<file path="config.mk">
export PLATFORM = sky130hd
export DESIGN_NAME = fp_divsqrt_pool_flat
export DESIGN_NICKNAME = d
export VERILOG_FILES = /design/src/rtl/fp_divsqrt_pool_if.sv /design/src/rtl/fp_divsqrt_pool.sv /design/src/flat_wrapper.sv
export SDC_FILE = /design/constraint.sdc
export NUM_CORES = 1
export LEC_CHECK = 0
export ABC_AREA = 1
export BUFFER_PORTS_ARGS = -buffer_cell sky130_fd_sc_hd__clkbuf_2
export CAP_MARGIN = 20
export CORE_ASPECT_RATIO = 0.75
export CORE_MARGIN = 5
export CORE_UTILIZATION = 40
export CTS_CLUSTER_DIAMETER = 30
export DETAILED_ROUTE_END_ITERATION = 10
export GPL_ROUTABILITY_DRIVEN = 0
export PLACE_DENSITY = 0.82
export SYNTH_ARGS = -nofsm -noshare
export SYNTH_HDL_FRONTEND = slang
export SYNTH_SLANG_ARGS = --single-unit
</file>
<file path="constraint.sdc">
create_clock -name clk -period 1.87 [get_ports clk]
set_input_delay 0.2805 -clock clk [delete_from_list [all_inputs] [get_ports clk]]
set_output_delay 0.2805 -clock clk [all_outputs]
set_load 0.03 [all_outputs]
</file>
<file path="src/rtl/fp_divsqrt_pool_if.sv">
// Issue/unit-side bundle for fp_divsqrt_pool. 'release' is a reserved word,
// so the per-unit release strobe is carried as unit_release.
interface fp_divsqrt_pool_if #(
  parameter int unsigned NUM_UNITS = 2,
  parameter int unsigned AL_W      = 6,
  parameter int unsigned DATA_W    = 32
);
  localparam int unsigned IDX_W = (NUM_UNITS > 1) ? $clog2(NUM_UNITS) : 1;

  logic                        acq_req;
  logic [AL_W-1:0]             acq_al_ptr;
  logic                        acq_grant;
  logic [IDX_W-1:0]            acq_idx;
  logic [NUM_UNITS-1:0]        start;
  logic [NUM_UNITS-1:0]        unit_start;
  logic [NUM_UNITS-1:0]        unit_kill;
  logic [NUM_UNITS-1:0]        unit_done;
  logic [NUM_UNITS*DATA_W-1:0] unit_result;
  logic [NUM_UNITS*5-1:0]      unit_fflags;
  logic [NUM_UNITS-1:0]        unit_release;
  logic [NUM_UNITS-1:0]        free;
  logic [NUM_UNITS-1:0]        reserved;
  logic [NUM_UNITS-1:0]        busy;
  logic [NUM_UNITS-1:0]        finished;
  logic [NUM_UNITS*DATA_W-1:0] result_o;
  logic [NUM_UNITS*5-1:0]      fflags_o;
  logic                        flush_valid;
  logic                        flush_all;
  logic [AL_W-1:0]             flush_head;
  logic [AL_W-1:0]             flush_tail;

  modport master (
    output acq_req, acq_al_ptr, start, unit_done, unit_result, unit_fflags,
           unit_release, flush_valid, flush_all, flush_head, flush_tail,
    input  acq_grant, acq_idx, unit_start, unit_kill, free, reserved, busy,
           finished, result_o, fflags_o
  );

  modport slave (
    input  acq_req, acq_al_ptr, start, unit_done, unit_result, unit_fflags,
           unit_release, flush_valid, flush_all, flush_head, flush_tail,
    output acq_grant, acq_idx, unit_start, unit_kill, free, reserved, busy,
           finished, result_o, fflags_o
  );
endinterface

</file>
<file path="src/rtl/fp_divsqrt_pool.sv">
// Round-robin allocator and phase tracker for a pool of iterative FP div/sqrt units.
// Define FP_DIVSQRT_POOL_RESULT_BUF_EN to register results/flags on unit_done.
module fp_divsqrt_pool #(
  parameter int unsigned NUM_UNITS = 2,
  parameter int unsigned AL_W      = 6,
  parameter int unsigned DATA_W    = 32
) (
  input  logic              clk,
  input  logic              rst_n,
  fp_divsqrt_pool_if.slave  bus
);
  localparam int unsigned IDX_W = (NUM_UNITS > 1) ? $clog2(NUM_UNITS) : 1;

  typedef enum logic [1:0] {
    PH_FREE,
    PH_RESERVED,
    PH_PROCESSING,
    PH_WAITING
  } phase_e;

  phase_e               phase_q [NUM_UNITS];
  phase_e               phase_d [NUM_UNITS];
  logic [AL_W-1:0]      tag_q   [NUM_UNITS];
  logic [AL_W-1:0]      tag_d   [NUM_UNITS];
  logic [IDX_W-1:0]     rr_q, rr_d;

  logic                 found, grant;
  logic [IDX_W-1:0]     cand, pick, gidx;
  logic [NUM_UNITS-1:0] match, ustart, kill, free_nxt;
  logic [NUM_UNITS-1:0] reserved, busy, finished;

  logic [NUM_UNITS*DATA_W-1:0] res_flat;
  logic [NUM_UNITS*5-1:0]      flg_flat;

  always_comb begin
    found = 1'b0;
    pick  = '0;
    cand  = '0;
    for (int unsigned k = 0; k < NUM_UNITS; k++) begin
      cand = IDX_W'((32'(rr_q) + k) % NUM_UNITS);
      if (!found && phase_q[cand] == PH_FREE) begin
        found = 1'b1;
        pick  = cand;
      end
    end
    grant = found & bus.acq_req & ~bus.flush_valid & rst_n;
    gidx  = grant ? pick : '0;
    rr_d  = grant ? IDX_W'((32'(pick) + 1) % NUM_UNITS) : rr_q;
  end

  always_comb begin
    match    = '0;
    ustart   = '0;
    kill     = '0;
    free_nxt = '0;
    reserved = '0;
    busy     = '0;
    finished = '0;
    for (int unsigned i = 0; i < NUM_UNITS; i++) begin
      phase_d[i] = phase_q[i];
      tag_d[i]   = tag_q[i];
      // Flush range is [head, tail) on a circular active list; head==tail is empty.
      if (phase_q[i] != PH_FREE && bus.flush_valid) begin
        if (bus.flush_all)
          match[i] = 1'b1;
        else if (bus.flush_head < bus.flush_tail)
          match[i] = (tag_q[i] >= bus.flush_head) && (tag_q[i] < bus.flush_tail);
        else if (bus.flush_head > bus.flush_tail)
          match[i] = (tag_q[i] >= bus.flush_head) || (tag_q[i] < bus.flush_tail);
      end
      if (match[i]) begin
        phase_d[i] = PH_FREE;
        kill[i]    = 1'b1;
      end else begin
        case (phase_q[i])
          PH_FREE: begin
            if (grant && gidx == IDX_W'(i)) begin
              phase_d[i] = PH_RESERVED;
              tag_d[i]   = bus.acq_al_ptr;
            end
          end
          PH_RESERVED: begin
            if (bus.start[i]) begin
              ustart[i]  = 1'b1;
              phase_d[i] = PH_PROCESSING;
            end
          end
          PH_PROCESSING: if (bus.unit_done[i])    phase_d[i] = PH_WAITING;
          PH_WAITING:    if (bus.unit_release[i]) phase_d[i] = PH_FREE;
          default: ;
        endcase
      end
      free_nxt[i] = (phase_d[i] == PH_FREE);
      reserved[i] = (phase_q[i] == PH_RESERVED);
      busy[i]     = (phase_q[i] == PH_PROCESSING);
      finished[i] = (phase_q[i] == PH_WAITING);
    end
  end

  always_ff @(posedge clk or negedge rst_n) begin
    if (!rst_n) begin
      for (int unsigned i = 0; i < NUM_UNITS; i++) begin
        phase_q[i] <= PH_FREE;
        tag_q[i]   <= '0;
      end
      rr_q <= '0;
    end else begin
      phase_q <= phase_d;
      tag_q   <= tag_d;
      rr_q    <= rr_d;
    end
  end

`ifdef FP_DIVSQRT_POOL_RESULT_BUF_EN
  logic [DATA_W-1:0] res_q [NUM_UNITS];
  logic [DATA_W-1:0] res_d [NUM_UNITS];
  logic [4:0]        flg_q [NUM_UNITS];
  logic [4:0]        flg_d [NUM_UNITS];

  always_comb begin
    res_flat = '0;
    flg_flat = '0;
    for (int unsigned i = 0; i < NUM_UNITS; i++) begin
      res_d[i] = res_q[i];
      flg_d[i] = flg_q[i];
      if (match[i]) begin
        res_d[i] = '0;
        flg_d[i] = '0;
      end else if (phase_q[i] == PH_PROCESSING && bus.unit_done[i]) begin
        res_d[i] = bus.unit_result[i*DATA_W +: DATA_W];
        flg_d[i] = bus.unit_fflags[i*5 +: 5];
      end
      res_flat[i*DATA_W +: DATA_W] = res_q[i];
      flg_flat[i*5 +: 5]           = flg_q[i];
    end
  end

  always_ff @(posedge clk or negedge rst_n) begin
    if (!rst_n) begin
      for (int unsigned i = 0; i < NUM_UNITS; i++) begin
        res_q[i] <= '0;
        flg_q[i] <= '0;
      end
    end else begin
      res_q <= res_d;
      flg_q <= flg_d;
    end
  end
`else
  assign res_flat = rst_n ? bus.unit_result : '0;
  assign flg_flat = rst_n ? bus.unit_fflags : '0;
`endif

  // Reset forces the pool-wide view: everything free, every unit aborted.
  assign bus.acq_grant  = grant;
  assign bus.acq_idx    = gidx;
  assign bus.unit_start = rst_n ? ustart   : '0;
  assign bus.unit_kill  = rst_n ? kill     : '1;
  assign bus.free       = rst_n ? free_nxt : '1;
  assign bus.reserved   = reserved;
  assign bus.busy       = busy;
  assign bus.finished   = finished;
  assign bus.result_o   = res_flat;
  assign bus.fflags_o   = flg_flat;

endmodule
</file>
<file path="src/flat_wrapper.sv">
// flat-port wrapper written by rule: the top's interface ports become plain ports
module fp_divsqrt_pool_flat 
#(
  parameter int unsigned NUM_UNITS = 2,
  parameter int unsigned AL_W      = 6,
  parameter int unsigned DATA_W    = 32
)
  (clk, rst_n, bus_acq_req, bus_acq_al_ptr, bus_start, bus_unit_done, bus_unit_result, bus_unit_fflags, bus_unit_release, bus_flush_valid, bus_flush_all, bus_flush_head, bus_flush_tail, bus_acq_grant, bus_acq_idx, bus_unit_start, bus_unit_kill, bus_free, bus_reserved, bus_busy, bus_finished, bus_result_o, bus_fflags_o);
  fp_divsqrt_pool_if #(.NUM_UNITS(NUM_UNITS), .AL_W(AL_W), .DATA_W(DATA_W)) bus_i ();
  input  logic clk;
  input  logic rst_n;
  input wire logic [$bits(bus_i.acq_req)-1:0] bus_acq_req;
  input wire logic [$bits(bus_i.acq_al_ptr)-1:0] bus_acq_al_ptr;
  input wire logic [$bits(bus_i.start)-1:0] bus_start;
  input wire logic [$bits(bus_i.unit_done)-1:0] bus_unit_done;
  input wire logic [$bits(bus_i.unit_result)-1:0] bus_unit_result;
  input wire logic [$bits(bus_i.unit_fflags)-1:0] bus_unit_fflags;
  input wire logic [$bits(bus_i.unit_release)-1:0] bus_unit_release;
  input wire logic [$bits(bus_i.flush_valid)-1:0] bus_flush_valid;
  input wire logic [$bits(bus_i.flush_all)-1:0] bus_flush_all;
  input wire logic [$bits(bus_i.flush_head)-1:0] bus_flush_head;
  input wire logic [$bits(bus_i.flush_tail)-1:0] bus_flush_tail;
  output wire logic [$bits(bus_i.acq_grant)-1:0] bus_acq_grant;
  output wire logic [$bits(bus_i.acq_idx)-1:0] bus_acq_idx;
  output wire logic [$bits(bus_i.unit_start)-1:0] bus_unit_start;
  output wire logic [$bits(bus_i.unit_kill)-1:0] bus_unit_kill;
  output wire logic [$bits(bus_i.free)-1:0] bus_free;
  output wire logic [$bits(bus_i.reserved)-1:0] bus_reserved;
  output wire logic [$bits(bus_i.busy)-1:0] bus_busy;
  output wire logic [$bits(bus_i.finished)-1:0] bus_finished;
  output wire logic [$bits(bus_i.result_o)-1:0] bus_result_o;
  output wire logic [$bits(bus_i.fflags_o)-1:0] bus_fflags_o;
  assign bus_i.acq_req = bus_acq_req;
  assign bus_i.acq_al_ptr = bus_acq_al_ptr;
  assign bus_i.start = bus_start;
  assign bus_i.unit_done = bus_unit_done;
  assign bus_i.unit_result = bus_unit_result;
  assign bus_i.unit_fflags = bus_unit_fflags;
  assign bus_i.unit_release = bus_unit_release;
  assign bus_i.flush_valid = bus_flush_valid;
  assign bus_i.flush_all = bus_flush_all;
  assign bus_i.flush_head = bus_flush_head;
  assign bus_i.flush_tail = bus_flush_tail;
  assign bus_acq_grant = bus_i.acq_grant;
  assign bus_acq_idx = bus_i.acq_idx;
  assign bus_unit_start = bus_i.unit_start;
  assign bus_unit_kill = bus_i.unit_kill;
  assign bus_free = bus_i.free;
  assign bus_reserved = bus_i.reserved;
  assign bus_busy = bus_i.busy;
  assign bus_finished = bus_i.finished;
  assign bus_result_o = bus_i.result_o;
  assign bus_fflags_o = bus_i.fflags_o;
  fp_divsqrt_pool #(.NUM_UNITS(NUM_UNITS), .AL_W(AL_W), .DATA_W(DATA_W)) u_core (.clk(clk), .rst_n(rst_n), .bus(bus_i));
endmodule
</file>
; Word-level counts from Yosys, hierarchy flattened
; Index checks and enable logic that the tools add are counted.
[classes]
add_sub_neg = 2
mul = 0
div = 0
order_cmp = 8
n_eq_ne = 6
shift = 0
muxes = 44
bitwise_logic = 9
reduce_logical = 20
[ops]
columns = op, n
row1 = $mux W64, 1
row2 = $mux W2, 19
row3 = $mux W1, 21
row4 = $lt A6 B6 Y1, 3
row5 = $pmux W2 S4, 2
row6 = $ge A6 B6 Y1, 2
row7 = $logic_not A2 Y1, 6
row8 = $mux W10, 1
row9 = $eq A2 B2 Y1 const B, 4
row10 = $logic_and A1 B1 Y1, 7
row11 = $gt A6 B6 Y1, 1
row12 = $reduce_and A3 Y1, 2
row13 = $eq A2 B1 Y1 const B, 2
row14 = $ge A2 B2 Y1 const B, 2
row15 = $not A1 Y1, 4
row16 = $not A1 Y2, 2
row17 = $reduce_bool A2 Y1, 2
row18 = $and A1 B1 Y1, 3
row19 = $add A1 B1 Y1 const B, 2
row20 = $logic_or A1 B1 Y1, 2
row21 = $logic_not A1 Y1, 1
[totals]
regBits = 17
latch_bits = 0
ram_bits = 0
romBits = 0
input_bits = 103
out_inout_bits = 88
word_cells = 94
mem_count = 0

; Depth between registers and ports, before layout
; Gate-level depths: netlist of the first run.
[depth]
word_depth = 20
depth_mapped = 14
ltp_nobuf = 14

; Worst setup path before layout of the first run
; No wires, ideal clock.
[synth_timing]
path_kind = input -> output
from = in bus_flush_tail[5]
to = out bus_unit_start[0]
arrival_time_ps = 1942
t_required_ps = 1590
setup_slack_ps = -352
cell_stages = 13
path_buffers = 0
path_cell_list = inv_1 -> ha_1 -> nand2_1 -> inv_1 -> nand2_1 -> nand2_1 -> nor2_1 -> nor2_1 -> nand2_1 -> nand3_1 -> nand2_1 -> nand2_1 -> nor2_1
[synth_via]
elab_chain_len = 8
elab_cells_between_ends = 11
cone_classes = order compare: 3 / mux: 6 / reduce/logical: 2
[synth_rtl]
columns = element, line
row1 = "start, declared", flat_wrapper.sv:22  ; input wire logic [$bits(bus_i.flush_tail)-1:0] bus_flush_tail;
row2 = $lt A6 B6 Y1, "fp_divsqrt_pool.sv:67, fp_divsqrt_pool.sv:69"
row3 = $logic_or A1 B1 Y1, fp_divsqrt_pool.sv:69  ; match[i] = (tag_q[i] >= bus.flush_head) || (tag_q[i] < bus.flush_tail);
row4 = $mux W1, fp_divsqrt_pool.sv:68  ; else if (bus.flush_head > bus.flush_tail)
row5 = $mux W1 *, fp_divsqrt_pool.sv:66  ; else if (bus.flush_head < bus.flush_tail)
row6 = $mux W1 *, fp_divsqrt_pool.sv:64  ; if (bus.flush_all)
row7 = $mux W1 *, fp_divsqrt_pool.sv:63  ; if (phase_q[i] != PH_FREE && bus.flush_valid) begin
row8 = $mux W1 *, fp_divsqrt_pool.sv:71  ; if (match[i]) begin
row9 = $mux W2 *, fp_divsqrt_pool.sv:157  ; assign bus.unit_start = rst_n ? ustart : '0;
row10 = "end, declared", flat_wrapper.sv:25  ; output wire logic [$bits(bus_i.unit_start)-1:0] bus_unit_start;
; Mark *: on every way between the ends. The rest lies on a longest branch, timed or not.

; Final worst setup path of the first run
[layout_timing]
from = reg u_core.tag_q[3] (netlist bit)
to = out bus_unit_start[1]
[layout_via]
elab_chain_len = 8
elab_cells_between_ends = 10
cone_classes = order compare: 2 / mux: 6 / reduce/logical: 2
[layout_rtl]
columns = element, line
row1 = "start, declared", fp_divsqrt_pool.sv:23  ; logic [AL_W-1:0] tag_q [NUM_UNITS];
row2 = "start signal, assigned", fp_divsqrt_pool.sv:109  ; tag_q <= tag_d;
row3 = $ge A6 B6 Y1 or $lt A6 B6 Y1 (tied branches), "fp_divsqrt_pool.sv:67, fp_divsqrt_pool.sv:69"
row4 = $logic_or A1 B1 Y1, fp_divsqrt_pool.sv:69
row5 = $mux W1, fp_divsqrt_pool.sv:68
row6 = $mux W1 *, fp_divsqrt_pool.sv:66
row7 = $mux W1 *, fp_divsqrt_pool.sv:64
row8 = $mux W1 *, fp_divsqrt_pool.sv:63
row9 = $mux W1 *, fp_divsqrt_pool.sv:71
row10 = $mux W2 *, fp_divsqrt_pool.sv:157
; Marked as above.

==> results of run 1 <==
-- cell type report --
cell class              instances  area (um^2)
flip-flops and latches         17          433
fillers                       496         1870
well taps                      78         97.6
inverters                     134          509
clock buffers                   4         45.0
repair buffers                209         1160
multi-input cells             248         1590
-- cell usage after synthesis, types with 2 or more instances --
cell type,count
nand2_1,161
inv_1,132
ha_1,28
dfrtp_1,17
nor2_1,15
a21oi_1,7
o21ai_1,7
o21ai_2,6
clkbuf_1,5
nand3_1,4
o211ai_1,3
a21oi_2,2
a22oi_1,2
buf_1,2
buf_2,2
nand2_2,2
nor2_4,2
o21ai_0,2
-- metrics by stage --
stage	instance area (um^2)	TNS (ns)	utilization, %	instances	power (mW)
finish	3830	-2.27	67.2	690	3.91
global route	3830	-2.83	67.2	690	4.21
CTS	3670	-2.29	64.4	688	3.49
detailed placement	3420	-1.76	59.9	676	2.92
global placement	3420	-1.32	59.9	676	2.82
floorplan	2350	-0.0551	-	410	2.24
-- sequential cells by signal (all words and copies together) (netlist names) --
signal / count
u_core.tag_q: 12
u_core.rr_q: 1
u_core.phase_q: 4
-- final timing paths --
check,from,end,slack (ns),cells after the start
hold / removal,rst_n,u_core.tag_q[10],0.1,2
max in group asynchronous,rst_n,u_core.phase_q[3],1.52,2
hold reg to reg,u_core.tag_q[6],u_core.tag_q[6],0.50,2
min in group clk,bus_acq_al_ptr[2],u_core.tag_q[2],0.26,3
setup reg to reg,u_core.tag_q[3],u_core.phase_q[0],0.11,13
setup / recovery,u_core.tag_q[3],bus_unit_start[1],-0.45,13
-- timing repair --
action                                  CTS  global route
gates resized for setup                  35            41
endpoints found under the setup margin    7            10
setup buffers                             8             3
pin swaps                                11            18
-- cell families after synthesis --
group | after synthesis | share of synthesized area, %
compound gates | 31 | 8.79
flops | 17 | 18.5
buf+inv | 145 | 24.5
simple gates | 189 | 33.0
fa+ha+maj | 28 | 15.2
-- worst register-to-register path, stage by stage (launching register included) --
cell     delay, ns
dfrtp_2       0.47
ha_4          0.30
nand2_1       0.07
nand2_1       0.07
nand2_2       0.05
nand2_2       0.07
inv_1         0.04
nand2_1       0.06
nand3_1       0.09
nand3_2       0.11
nand2_4       0.07
buf_4         0.14
inv_1         0.07
nor2_1        0.05
-- power groups by stage --
stage                     registers, mW  logic [mW]  clock network [mW]
final                             0.817        2.81               0.285
after global routing              0.827        3.08               0.308
after CTS                         0.743        2.47               0.276
after detailed placement          0.735        2.18                   0
after global placement            0.729        2.09                   0
after floorplan                   0.679        1.56                   0
-- layer usage --
metal  vias to the layer above  global-route usage (%)
met5                         -                       0
li1                       1570                       -
met3                        21                    3.66
met1                      1333                    26.2
met4                         0                    5.07
met2                       125                    38.4
==> run metrics, run 1 <==
Pint=1.88 mW; htree depth=1; core area=approximately 5700 um^2; PwrDens=between 1000 and 1500 nW/um^2; Least-Margin Pin Slew=between 0.3 and 0.4 ns; wire length per cell=~13 um; Final Setup Violations=6; Die Y=75.7 um; Fmax=between 0.4 and 0.5 GHz; Die ar.=roughly 7400 um^2; Antenna diodes=0; post-synthesis cell type count=29; Setup Skew=0.00279 ns; Final Slew Violations=0; Seq/Total Area, Yosys=between 10% and 20%; main area contributors after synthesis=nand2_1 26%, inv_1 21%, dfrtp_1 18%, ha_1 15%, nor2_1 2.4%; DRT met1 WL=~3.6 mm; Clock Tree Root=clkbuf_8; hpwl dp=7.15 mm; Synthesis Warnings=0; drt pass-1 iters=4; Seq pwr share=20.9%; cell family with most CP delay=simple AND/OR/NAND/NOR gates; cell mode on critical path=nand2_1; io pins=between 150 and 200; CTS tree=yes; Async S/R FF share, synth=100%; Mapped Cells=about 400; Area growth, synth to finish=66.3%; most frequent cells in the layout=182 x clkbuf_2, 142 x nand2_1, 128 x inv_1; drt initial violations=115; ys flop type=dfrtp_1; via count=3,049; GR Overflow Total=0; max cap viols=0; crit path buf inv count=1; Setup CP Type=register to primary output; CP startpoint kind=register; Avg Inst Size Synth=roughly 5.6 um^2; starting density of the core=40.4%; total track usage=21.0%; crit-path cells=ha_4 -> nand2_1 -> nand2_1 -> nand2_2 -> nand2_2 -> a21oi_2 -> nand2_1 -> nand2_1 -> nand3_2 -> nand2_4 -> nand2_4 -> nor2_4 -> buf_8; sw power=approximately 2.0 mW; Critical Path Max Stage Delay=~0.47 ns; #FFs+latches synth=17; worst path required time=1.59 ns; ANT nets after route=0; commonest non-fill, non-tap cell in the layout=clkbuf_2; CTS Buffer Depth=2; wirelength, routed=9.08 mm; clock latency on the worst-skew pair=approximately 0.26 ns; largest net degree at the start of global routing=56; post-synth net total=~540; failing checks=negative setup slack; worst setup margin=-0.454 ns; Period minus WS final=~2.3 ns; first-pass GRT wire length=12.8 mm; worst vdd ir=400 uV; crit-path max FO=3; Remaining DRCs=0; WL met2=between 4 and 5 mm; Die W=between 90 and 100 um; Synth area leader=nand2_1; layout cell share with drive strength beyond 1=about 46%; sw frac=52.0%; Clk pin slew, worst setup/hold paths=0.07 ns; Slowest-stage cell, CP=dfrtp_2; combinational power share=a little under three quarters; max layer used=met4; vias in the first global route=2,791; Vias per Instance=4.42; Final Hold Vio Count=0; metal3 WL=555 um; status=finished, violations left; Buffers on Ports=190; pre-CTS setup slack=-0.341 ns; RSZ-0062 raised after global routing=yes; Critical Path End Type=primary output; initial antenna violation count=0; CTS Sinks=17; hold_ws=about 0.095 ns; post-synth top area share=approximately a quarter; Hold-fix buffers, CTS=0; Post-synth EDFFs=0; CTS Buf Count=3; Final #Nets=about 740; P_leak=2.78 nW; Slew HR=77.3%; Mapped Area=2300 um^2; CP arrival=~2 ns; number of cell rows=24; part of the power in the clock network=7.3%; period utilization=124%; class of the worst hold path=input pin to asynchronous set/reset pin
No activity file was read; power rests on OpenSTA's default activity.
==> run 2: changes to the inputs <==
--- a/config.mk
+++ b/config.mk
@@ -8,13 +8,16 @@
 export ABC_AREA = 1
 export BUFFER_PORTS_ARGS = -buffer_cell sky130_fd_sc_hd__clkbuf_2
 export CAP_MARGIN = 20
+export CELL_PAD_IN_SITES_DETAIL_PLACEMENT = 1
+export CELL_PAD_IN_SITES_GLOBAL_PLACEMENT = 2
 export CORE_ASPECT_RATIO = 0.75
 export CORE_MARGIN = 5
-export CORE_UTILIZATION = 40
+export CORE_UTILIZATION = 17
 export CTS_CLUSTER_DIAMETER = 30
 export DETAILED_ROUTE_END_ITERATION = 10
 export GPL_ROUTABILITY_DRIVEN = 0
-export PLACE_DENSITY = 0.82
+export MAX_ROUTING_LAYER = met4
+export PLACE_DENSITY = 0.8
 export SYNTH_ARGS = -nofsm -noshare
 export SYNTH_HDL_FRONTEND = slang
 export SYNTH_SLANG_ARGS = --single-unit
==> run metrics, run 2 (synthesis results as in run 1) <==
worst path required time=1.59 ns (about the same); RSZ-0062 raised after global routing=yes (unchanged); Remaining DRCs=0 (unchanged); CTS Buffer Depth=2 (unchanged); crit-path max FO=3 (unchanged); initial antenna violation count=0 (unchanged); setup TNS=-2.12 ns (was -2.27 ns); drt initial violations=140 (was 115); core area=13,200 um^2 (was 5710 um^2); Final #Nets=752 (was 744); status=finished, violations left (unchanged); CP arrival=2.02 ns (was 2.04 ns); Least-Margin Pin Slew=0.428 ns (was 0.341 ns); # fillers=1,745 (was 496); PwrDens=1030 nW/um^2 (was 1020 nW/um^2); Final Setup Violations=6 (unchanged); first-pass GRT wire length=15.9 mm (was 12.8 mm); Vias per Instance=3.92 (was 4.42); worst vdd ir=475 uV (was 400 uV); wire length per cell=12.9 um (was 13.2 um); Antenna diodes=0 (unchanged); Die Y=111 um (was 75.7 um); CP startpoint kind=register (unchanged); Clock Tree Root=clkbuf_16 (was clkbuf_8); Period minus WS final=2.30 ns (was 2.32 ns); Setup Skew=0.00128 ns (was 0.00279 ns); vias in the first global route=3,264 (was 2,791); CTS Buf Count=3 (unchanged); period utilization=123% (was 124%); max FFs per register=12 (unchanged); largest registers=u_core.tag_q: 12 flops, u_core.phase_q: 4 flops, u_core.rr_q: 1 flops (unchanged); max cap viols=0 (unchanged); Final Hold Vio Count=0 (unchanged); via count=3,098 (was 3,049); number of cell rows=36 (was 24); Die W=144 um (was 97.7 um); failing checks=negative setup slack (unchanged); design area=4060 um^2 (was 3830 um^2); Slew HR=71.5% (was 77.3%); class of the worst hold path=input pin to asynchronous set/reset pin (unchanged); Buffers on Ports=190 (unchanged); CTS Sinks=17 (unchanged); starting density of the core=17.5% (was 40.4%); GR Overflow Total=0 (unchanged); Placed Instance Area=3610 um^2 (was 3420 um^2); drt pass-1 iters=4 (unchanged); clock latency on the worst-skew pair=0.25 ns (was 0.26 ns); CTS tree=yes (unchanged); worst setup margin=-0.429 ns (was -0.454 ns); Hold-fix buffers, CTS=0 (unchanged); ANT nets after route=0 (unchanged); io pins=191 (unchanged); total track usage=12.5% (was 21.0%); layout cell share with drive strength beyond 1=48.7% (was 46.2%); most frequent cells in the layout=183 x clkbuf_2, 142 x nand2_1, 124 x inv_1 (was 182 x clkbuf_2, 142 x nand2_1, 128 x inv_1); hpwl dp=8.90 mm (was 7.15 mm); Largest Register=u_core.tag_q (unchanged); Setup CP Type=register to primary output (unchanged); htree depth=1 (unchanged); Fmax=0.435 GHz (was 0.430 GHz); Area growth, synth to finish=76.3% (was 66.3%); Critical Path End Type=primary output (unchanged); wirelength, routed=10.2 mm (was 9.08 mm); largest net degree at the start of global routing=49 (was 56); P_leak=2.83 nW (was 2.78 nW); commonest non-fill, non-tap cell in the layout=clkbuf_2 (unchanged); Clk pin slew, worst setup/hold paths=0.05 ns (was 0.07 ns); Die ar.=16,000 um^2 (was 7400 um^2); Final Slew Violations=0 (unchanged)
-- run 2: changes by cell type in the layout (fill, tap and decap cells not counted), moves of 2 or more --
| cell | previous run | this run |
|---|---|---|
| buf_4 | 19 | 30 |
| inv_2 | 4 | 9 |
| clkbuf_8 | 4 | 0 |
| ha_1 | 18 | 14 |
| ha_4 | 10 | 14 |
| inv_1 | 128 | 124 |
| clkbuf_16 | 0 | 3 |
| buf_6 | 2 | 0 |
-- run 2: per-layer routing --
layer / vias up / share of wire, % / track usage [%]
met3: 6 / 6.5 / 2.03
met5: - / 0 / -
met1: 1407 / 44 / 15.6
met4: 0 / 0.99 / 2.30
met2: 103 / 49 / 21.4
li1: 1582 / - / -
-- run 2: final timing paths --
check	startpoint	end	slack, ns	depth (start not counted)
max reg2reg	u_core.tag_q[9]	u_core.phase_q[3]	0.11	12
min reg2reg	u_core.rr_q	u_core.rr_q	0.53	2
min	rst_n	u_core.rr_q	0.07	2
max in group asynchronous	rst_n	u_core.tag_q[9]	1.26	3
max	u_core.tag_q[9]	bus_unit_start[0]	-0.43	14
min in group clk	bus_acq_al_ptr[3]	u_core.tag_q[3]	0.28	3
-- run 2: what timing repair did --
action,CTS,global route
buffers inserted,3,3
endpoints found under the setup margin,6,7
gates resized for setup,27,48
pin swaps,11,23
hold endpoints to repair,0,0
-- run 2: metrics by stage --
stage / total power, mW / util, % / std cells / setup WS [ns] / hold slack (ns)
2_1_floorplan: 2.24 / - / 410 / -0.0551 / -0.0151
3_3_place_gp: 3.06 / 27.5 / 781 / -0.302 / 0.341
3_5_place_dp: 3.15 / 27.5 / 781 / -0.371 / 0.350
4_1_cts: 3.81 / 29.3 / 788 / -0.456 / 0.0851
5_1_grt: 4.60 / 30.9 / 791 / -0.548 / 0.0987
6_report: 4.19 / 30.9 / 791 / -0.429 / 0.0717
-- run 2: critical path, cell delays in order, from the launching register on --
cell,delay [ns]
dfrtp_2,0.47
ha_4,0.29
nand2_2,0.04
nand2_2,0.06
nand2_2,0.06
nand2_2,0.07
inv_2,0.04
nand2_2,0.05
nand2_1,0.05
nand2_1,0.08
nand3_2,0.11
nand2_2,0.11
nand2_2,0.07
nor2_4,0.13
buf_8,0.13
-- run 2: report_power, final --
part,leakage [nW],total [mW],switching (mW),internal (mW)
clock,0.0409,0.434,0.148,0.286
combinational,2.58,2.91,1.66,1.24
sequential,0.204,0.849,0.286,0.563
total,2.83,4.19,2.10,2.09
-- run 2: cell type report --
cell class | instances | area [um^2] | area share (%)
repair buffers | 217 | 1190 | 29.4
multi-input cells | 248 | 1640 | 40.3
inverters | 134 | 504 | 12.4
clock inverters | 1 | 5.00 | 0.123
flip-flops and latches | 17 | 434 | 10.7
clock buffers | 3 | 75.1 | 1.85
well taps | 171 | 214 | 5.26
